## src/rtl/ir_fetch_seq.sv

```systemverilog
// Instruction register that assembles NBYTES-wide instructions from byte-wide memory reads.
// Optional macro IR_MSB_FIRST_EN: fetched bytes fill slots from the most significant down.
module ir_fetch_seq #(
  parameter int unsigned DATA_W = 8,
  parameter int unsigned NBYTES = 2,
  localparam int unsigned IR_W  = DATA_W * NBYTES,
  localparam int unsigned IDX_W = (NBYTES > 1) ? $clog2(NBYTES) : 1
) (
  input  logic              Clock,
  input  logic              Reset,
  input  logic              Start,
  input  logic              Flush,
  input  logic [DATA_W-1:0] Data,
  input  logic              DataValid,
  input  logic              Enable,
  input  logic [1:0]        FunSel,
  input  logic [IDX_W-1:0]  ByteSel,
  output logic [IR_W-1:0]   IROut,
  output logic              MemReq,
  output logic [IDX_W-1:0]  ByteIdx,
  output logic              Busy,
  output logic              Done
);

  typedef enum logic [0:0] {StIdle, StFetch} state_e;

  state_e             state_q, state_d;
  logic [IR_W-1:0]    ir_q, ir_d;
  logic [IDX_W-1:0]   idx_q, idx_d;
  logic               done_q, done_d;
  logic [IDX_W-1:0]   fetch_slot;

  // Physical slot written by a fetched byte; the ByteIdx count itself is order-independent.
`ifdef IR_MSB_FIRST_EN
  assign fetch_slot = IDX_W'(NBYTES - 1) - idx_q;
`else
  assign fetch_slot = idx_q;
`endif

  always_comb begin
    state_d = state_q;
    ir_d    = ir_q;
    idx_d   = idx_q;
    done_d  = 1'b0;
    unique case (state_q)
      StIdle: begin
        if (Start) begin
          state_d = StFetch;
          idx_d   = '0;
        end else if (Enable) begin
          unique case (FunSel)
            2'b00: ir_d = '0;
            2'b01: begin
              // Out-of-range ByteSel matches no slot, so nothing is written.
              for (int unsigned s = 0; s < NBYTES; s++) begin
                if (ByteSel == IDX_W'(s)) ir_d[s*DATA_W +: DATA_W] = Data;
              end
            end
            2'b10: ir_d = ir_q - IR_W'(1);
            2'b11: ir_d = ir_q + IR_W'(1);
            default: ir_d = ir_q;
          endcase
        end
      end
      StFetch: begin
        if (Flush) begin
          state_d = StIdle;
          idx_d   = '0;
        end else if (DataValid) begin
          for (int unsigned s = 0; s < NBYTES; s++) begin
            if (fetch_slot == IDX_W'(s)) ir_d[s*DATA_W +: DATA_W] = Data;
          end
          if (idx_q == IDX_W'(NBYTES - 1)) begin
            state_d = StIdle;
            idx_d   = '0;
            done_d  = 1'b1;
          end else begin
            idx_d = idx_q + IDX_W'(1);
          end
        end
      end
      default: begin
        state_d = StIdle;
        idx_d   = '0;
      end
    endcase
  end

  always_ff @(posedge Clock) begin
    if (!Reset) begin
      state_q <= StIdle;
      ir_q    <= '0;
      idx_q   <= '0;
      done_q  <= 1'b0;
    end else begin
      state_q <= state_d;
      ir_q    <= ir_d;
      idx_q   <= idx_d;
      done_q  <= done_d;
    end
  end

  assign IROut   = ir_q;
  assign MemReq  = (state_q == StFetch);
  assign Busy    = MemReq;
  assign ByteIdx = idx_q;
  assign Done    = done_q;

endmodule

```

## config.mk

```make
export PLATFORM = sky130hd
export DESIGN_NAME = ir_fetch_seq
export DESIGN_NICKNAME = d
export VERILOG_FILES = /design/src/rtl/ir_fetch_seq.sv
export SDC_FILE = /design/constraint.sdc
export NUM_CORES = 1
export LEC_CHECK = 0
export CELL_PAD_IN_SITES_DETAIL_PLACEMENT = 1
export CELL_PAD_IN_SITES_GLOBAL_PLACEMENT = 2
export CORE_MARGIN = 3
export CORE_UTILIZATION = 32
export DETAILED_ROUTE_END_ITERATION = 10
export PLACE_DENSITY_LB_ADDON = 0.05
export SLEW_MARGIN = 20
export SYNTH_ARGS = -nofsm -noshare
export SYNTH_HDL_FRONTEND = slang
export SYNTH_SLANG_ARGS = --single-unit
```

## constraint.sdc

```tcl
create_clock -name Clock -period 4.55 [get_ports Clock]
set_input_delay 0.455 -clock Clock [delete_from_list [all_inputs] [get_ports Clock]]
set_output_delay 0.455 -clock Clock [all_outputs]
set_load 0.1 [all_outputs]
```

==> results by group, run 1 <==
Final layout
  • Fill cell count: between 600 and 700
  • Multi-input gate area: 0.00130 mm²
  • Area growth syn-to-layout: 25.3%
  • Layout cell share with drive strength beyond 1: around 8.6%
  • Storage element area: around 380 µm²
  • # diodes: 0
  • NumNets Final: between 200 and 300

Pwr
  • P per Cell Area: ~330 mW/mm²
  • Maximum vdd ir drop: 0.174 mV
  • Leakage: 0.000881 µW

Synthesis
  • Synth async-reset ratio: 0%
  • Syn avg cell area: 7.90 µm²
  • Post-synthesis sequential area ratio: a little over a fifth
  • YS warnings: 0
  • Synth Register Bits: 19
  • Synth Instances: around 220
  • Main synth FF type: dfxtp_1
  • Area share of the largest cell type after synthesis: 21.5%
  • Synth area leaders: dfxtp_1 (21%), ha_1 (12%), nor2_1 (5.3%)
  • Distinct cells, synth: between 50 and 60
  • Area leader, netlist: dfxtp_1
  • Net count after synthesis: 259
  • Synthesized area: around 0.0018 mm²
  • Post-synth EDFFs: 0

Min path
  • Worst Hold Class: register to register

Placement
  • Number of buffers added on ports: 36
  • DP Wirelength: about 4400 µm
  • Placer congestion estimate: about 0.84

Route
  • Drt pass-1 iters: 4
  • Final WL: 5660 µm
  • Average routed wire per standard cell: between 15 and 20 µm
  • Post-route antenna net violation count: 0
  • Vias: roughly 1800
  • Routed vias/inst: between 5 and 6
  • Iter 0 DRT Violations: 57
  • Drt drc: 0

Clocking
  • CTS tree: built
  • Resized cells post-CTS: 0
  • H-tree Lvls: 1
  • Post-CTS Setup Inserts: 0
  • TritonCTS buffer count: 3
  • Deepest clock path buffer count: 2
  • Clock Sinks: 19
  • Hold buffers post-CTS: 0
  • Clk slew on worst S/H paths: 0.09 ns
  • Worst-skew pair later-pin latency: about 0.27 ns
  • Clk root buf: clkbuf_8

STA
  • Fmax: roughly 300 MHz
  • RSZ-0062 raised after global routing: no
  • Period minus WS final: between 3 and 4 ns
  • Sum Neg Setup Slack: 0 ns
  • Max-slew violations: 0
  • Worst-Margin Slew: approximately 0.98 ns
  • Max-slew headroom: between 30% and 40%
  • Post-Route Skew: roughly 0.0073 ns
  • Tcrit/Tclk final: 72.2%
  • Hold_ws: ~0.54 ns
  • Setup Viol. Count Final: 0
  • Hold Fails Final Rpt: 0

Flow run
  • Max-cap viol count: 0

GRT
  • GR Overflow Total: 0
  • Vias in the first global route: between 1500 and 2000
  • Pin count of the biggest net entering global routing: 20
  • Initial antenna violation count: 0
  • First-pass GRT wire length: about 9500 µm
  • GR Util All Layers: around a fifth

Outcome
  • Status: finished, final reports clean

Critical path
  • CP Class: input port to register
  • CP Max Fanout: 19
  • CP max-delay cell: ha_1
  • Worst EP arrival: between 3 and 4 ns
  • Critical Path Sink Type: register
  • Crit start category: input port
  • Worst-path cell chain: clkdlybuf4s50_1, nand2_1, ha_1, and3_1, a22o_1, o21ai_2, nor4_2, nor4_1, a211oi_2
  • Crit path required time: around 4.7 ns
  • CP max stage delay: roughly 0.60 ns

Floorplan
  • Initial core utilization: around a third
  • IO Count: 37
  • Die Width: about 80 µm
  • Die height: around 80 µm
  • Die ar.: between 0.006 and 0.007 mm²
  • Row cnt: 26
  • Total core area: approximately 0.0052 mm²
[flip-flops by register name (all words and copies together), names as in the netlist]
signal,cells
ByteIdx,1
IROut,16
Busy,1
Done,1
[worst paths after layout]
kind / startpoint / to / slack, ns / cells after the start
worst max register to register: Busy / IROut[15] / 2.22 / 6
worst min register to register: IROut[3] / IROut[3] / 0.54 / 2
worst min-delay path: IROut[3] / IROut[3] / 0.54 / 2
worst max-delay path: FunSel[0] / IROut[15] / 1.26 / 9
[critical path, delay by kind of cell]
family / cells / cell delay [ns]
AOI/OAI and AO/OA: 3 / 0.65
adders and majority gates: 1 / 0.60
buffers and inverters: 1 / 0.56
and+or+nand+nor: 4 / 1.17
[through the flow]
| step | worst slack, ns | instance area, µm² | cells | util [%] | power (µW) |
|---|---|---|---|---|---|
| final | 1.26 | 2220 | 326 | 42.4 | 723 |
| after global routing | 1.06 | 2220 | 326 | 42.4 | 772 |
| after CTS | 1.25 | 2210 | 325 | 42.2 | 729 |
| after detailed placement | 0.941 | 2160 | 321 | 41.3 | 593 |
| after global placement | 1.02 | 2160 | 321 | 41.3 | 595 |
| after floorplan | 1.91 | 1770 | 224 | - | 501 |
[power breakdown]
group	internal [µW]	leakage (µW)	switching [µW]	total, µW
combinational	136	0.000703	259	395
clock	62.1	0.0000217	71.0	133
sequential	179	0.000156	15.2	195
[Yosys cell counts, types with 4 or more instances]
master,n
dfxtp_1,19
o21ai_1,6
ha_1,17
a21oi_1,13
inv_1,6
nor3_1,4
o21ai_0,15
nand3_1,5
xnor2_1,6
a221oi_1,6
nand2b_1,6
nor2_1,25
nand2_1,18
mux2i_1,4
a31oi_1,9
[area by class of cell]
cell class                 instances  area share [%]
multi-input combinational        187            58.4
inverter                           8            1.35
sequential                        19            17.1
clock inverter                     1           0.338
tap                               70            3.95
timing repair buffer              38            16.9
clock buffer                       3            1.86
[cells by family after synthesis]
kind of cell	after synthesis	share of synthesized area, %
AO/OA/AOI/OAI	77	30.1
AND/OR/NAND/NOR	78	22.6
flip-flops	19	21.5
buffers and inverters	18	5.30
multiplexers	5	2.90
adder cells (fa/ha/maj)	18	13.1
XOR/XNOR	9	4.45
[cell usage in the layout (no fill, tap or decap), types with 4 or more instances in the layout]
cell / n
a31oi_1: 9
a221oi_1: 6
o21ai_1: 6
dfxtp_1: 19
nand2_1: 18
nand3_1: 5
xnor2_1: 6
o21ai_0: 15
inv_1: 6
nor2_1: 25
mux2i_1: 4
nor3_1: 4
a21oi_1: 13
clkdlybuf4s50_1: 36
nand2b_1: 6
ha_1: 17
[layer usage]
layer	wire, µm	global-route usage, %	up-vias
met5	0	0	-
met4	33	4.05	0
met3	186	2.02	4
met2	2590	31.0	33
met1	2850	26.9	850
li1	-	-	902
(Power assumes the default switching activity.)
==> inputs of run 2 (changes only) <==
--- a/config.mk
+++ b/config.mk
@@ -8,7 +8,7 @@
 export CELL_PAD_IN_SITES_DETAIL_PLACEMENT = 1
 export CELL_PAD_IN_SITES_GLOBAL_PLACEMENT = 2
 export CORE_MARGIN = 3
-export CORE_UTILIZATION = 32
+export CORE_UTILIZATION = 27
 export DETAILED_ROUTE_END_ITERATION = 10
 export PLACE_DENSITY_LB_ADDON = 0.05
 export SLEW_MARGIN = 20
==> constraint.sdc (replaced) <==
create_clock -name Clock -period 2.7 [get_ports Clock]
set_input_delay 0.27 -clock Clock [delete_from_list [all_inputs] [get_ports Clock]]
set_output_delay 0.27 -clock Clock [all_outputs]
set_load 0.1 [all_outputs]
==> run 2 against run 1 <==
- sequential cell count is the same
- register-to-register slack worse by 1.6 ns
- count of clock-buffer cells in the layout unchanged
- largest cell class unchanged
- largest power group unchanged
==> results by group, run 2 (same netlist as run 1, synthesis figures left out) <==
Route
  • Drt drc: 0
  • Routed vias/inst: 5.27
  • Post-route antenna net violation count: 0
  • Final WL: roughly 6400 µm
  • Iter 0 DRT Violations: 43
  • Drt pass-1 iters: 4
  • Vias: ~1900
  • Average routed wire per standard cell: about 18 µm

Clocking
  • Clock Sinks: 19
  • Post-CTS Setup Inserts: 0
  • CTS tree: built
  • Resized cells post-CTS: 0
  • H-tree Lvls: 1
  • Clk slew on worst S/H paths: about 0.090 ns
  • Deepest clock path buffer count: 2
  • Worst-skew pair later-pin latency: roughly 0.26 ns
  • Hold buffers post-CTS: 0
  • Clk root buf: clkbuf_8
  • TritonCTS buffer count: 3

Critical path
  • CP max-delay cell: clkdlybuf4s50_1
  • Worst R2R Start: IROut[7]
  • Critical Path Sink Type: register
  • CP max stage delay: about 0.48 ns
  • Worst EP arrival: between 2 and 3 ns
  • Worst-path cell chain: clkdlybuf4s50_1, nand2_1, buf_12, ha_1, a21oi_1, a31oi_1, o21ai_2, o21ai_0, mux2i_1, a211oi_2
  • Reg2reg end: IROut[15]
  • Reg2reg path depth: 7
  • Crit path required time: ~2.9 ns
  • CP Class: input port to register
  • CP Max Fanout: 15
  • FF-to-FF setup slack: around 0.60 ns
  • Crit start category: input port

STA
  • Max-slew headroom: between 50 and 60%
  • Period minus WS final: 2.46 ns
  • Hold_ws: between 0.5 and 0.6 ns
  • Sum Neg Setup Slack: 0 ns
  • Max-slew violations: 0
  • Tcrit/Tclk final: 91.3%
  • Setup Viol. Count Final: 0
  • Fmax: roughly 410 MHz
  • Worst-Margin Slew: about 0.63 ns
  • PnR worst setup slack: approximately 0.24 ns
  • RSZ-0062 raised after global routing: no
  • Hold Fails Final Rpt: 0
  • Post-Route Skew: between 0.004 and 0.005 ns

Outcome
  • Status: finished, final reports clean

Final layout
  • Final instance area: 0.00243 mm²
  • # diodes: 0
  • Area growth syn-to-layout: 37.4%
  • NumNets Final: around 330
  • Commonest non-fill, non-tap cell in the layout: buf_4
  • Most frequent cells in the layout: buf_4 (54), nor2_1 (25), dfxtp_1 (19)
  • Layout cell share with drive strength beyond 1: approximately a quarter
  • Max reg flops: 16

Pwr
  • Switch share: 46.5%
  • Power Internal: approximately 700 µW
  • Maximum vdd ir drop: between 0.2 and 0.25 mV
  • Comb pwr share: ~58%
  • P per Cell Area: around 540 mW/mm²
  • Clock power frac: 16.7%
  • Leakage: ~0.0011 µW
  • Seq pwr share: about 25%
  • Sw Pwr: 605 µW

Min path
  • Hold Crit Depth: 2
  • Worst Hold Class: register to register
  • WHS Endpoint: IROut[14]
  • Min-delay src: IROut[14]

GRT
  • First-pass GRT wire length: approximately 11000 µm
  • Initial antenna violation count: 0
  • GR Overflow Total: 0
  • Pin count of the biggest net entering global routing: 16
  • Vias in the first global route: between 2000 and 2500
  • GR Util All Layers: between 10% and 20%

Placement
  • Number of buffers added on ports: 36
  • Placer congestion estimate: ~0.89
  • Post-DP Area: roughly 0.0024 mm²
  • DP Wirelength: 5170 µm
  • Post-Place Worst Slack: -0.0336 ns

Floorplan
  • IO Count: 37
  • Die height: between 80 and 90 µm
  • Total core area: ~0.006 mm²
  • Die ar.: around 0.0076 mm²
  • Initial core utilization: ~29%
  • Row cnt: 28
  • Die Width: ~87 µm

Flow run
  • Max-cap viol count: 0
-- run 2: cell types whose count changed in the layout (fill, tap and decap cells not counted), sizes merged --
cell,delta
buf,+53
clkdlybuf4s50,-20
clkinv,+1
clkinvlp,-1
-- run 2: power by group through the flow --
stage | registers (µW) | clock network, µW | logic [µW]
final | 331 | 217 | 753
after global routing | 335 | 243 | 826
after CTS | 331 | 236 | 759
after detailed placement | 337 | 0 | 754
after global placement | 337 | 0 | 750
after floorplan | 485 | 0 | 359
-- run 2: worst max path at each step --
stage | cells past startpoint | to | from
floorplan | 8 | IROut[15] | IROut[10]
global placement | 10 | IROut[15] | FunSel[1]
detailed placement | 10 | IROut[15] | FunSel[1]
CTS | 10 | IROut[15] | FunSel[1]
global route | 10 | IROut[15] | FunSel[1]
finish | 10 | IROut[15] | FunSel[1]
-- run 2: layout make-up --
class                      count  area [µm²]
clock buffer                   3        41.3
clock inverter                 1        5.00
fill                         774        3700
inverter                       8        30.0
multi-input combinational    187        1300
sequential                    19         380
tap                           75        93.8
timing repair buffer          71         586
-- run 2: through the flow --
stage          utilization, %  power, µW  instances
2_1_floorplan               -        844        224
3_3_place_gp             38.9       1090        360
3_5_place_dp             38.9       1090        360
4_1_cts                  39.7       1330        364
5_1_grt                  39.7       1400        364
6_report                 39.7       1300        364
-- run 2: worst max-delay path, delay by kind of cell --
family	cells	cell delay, ns
buffers and inverters	2	0.64
AOI/OAI and AO/OA	5	0.98
and+or+nand+nor	1	0.10
adders and majority gates	1	0.35
muxes	1	0.26
-- run 2: metal layers --
layer | vias up | GRT usage (%) | share of wire [%]
met5 | - | 0 | 0
met4 | 0 | 5.24 | 2.0
met3 | 8 | 2.46 | 3.2
met2 | 25 | 28.8 | 44
met1 | 920 | 25.8 | 51
li1 | 964 | - | -
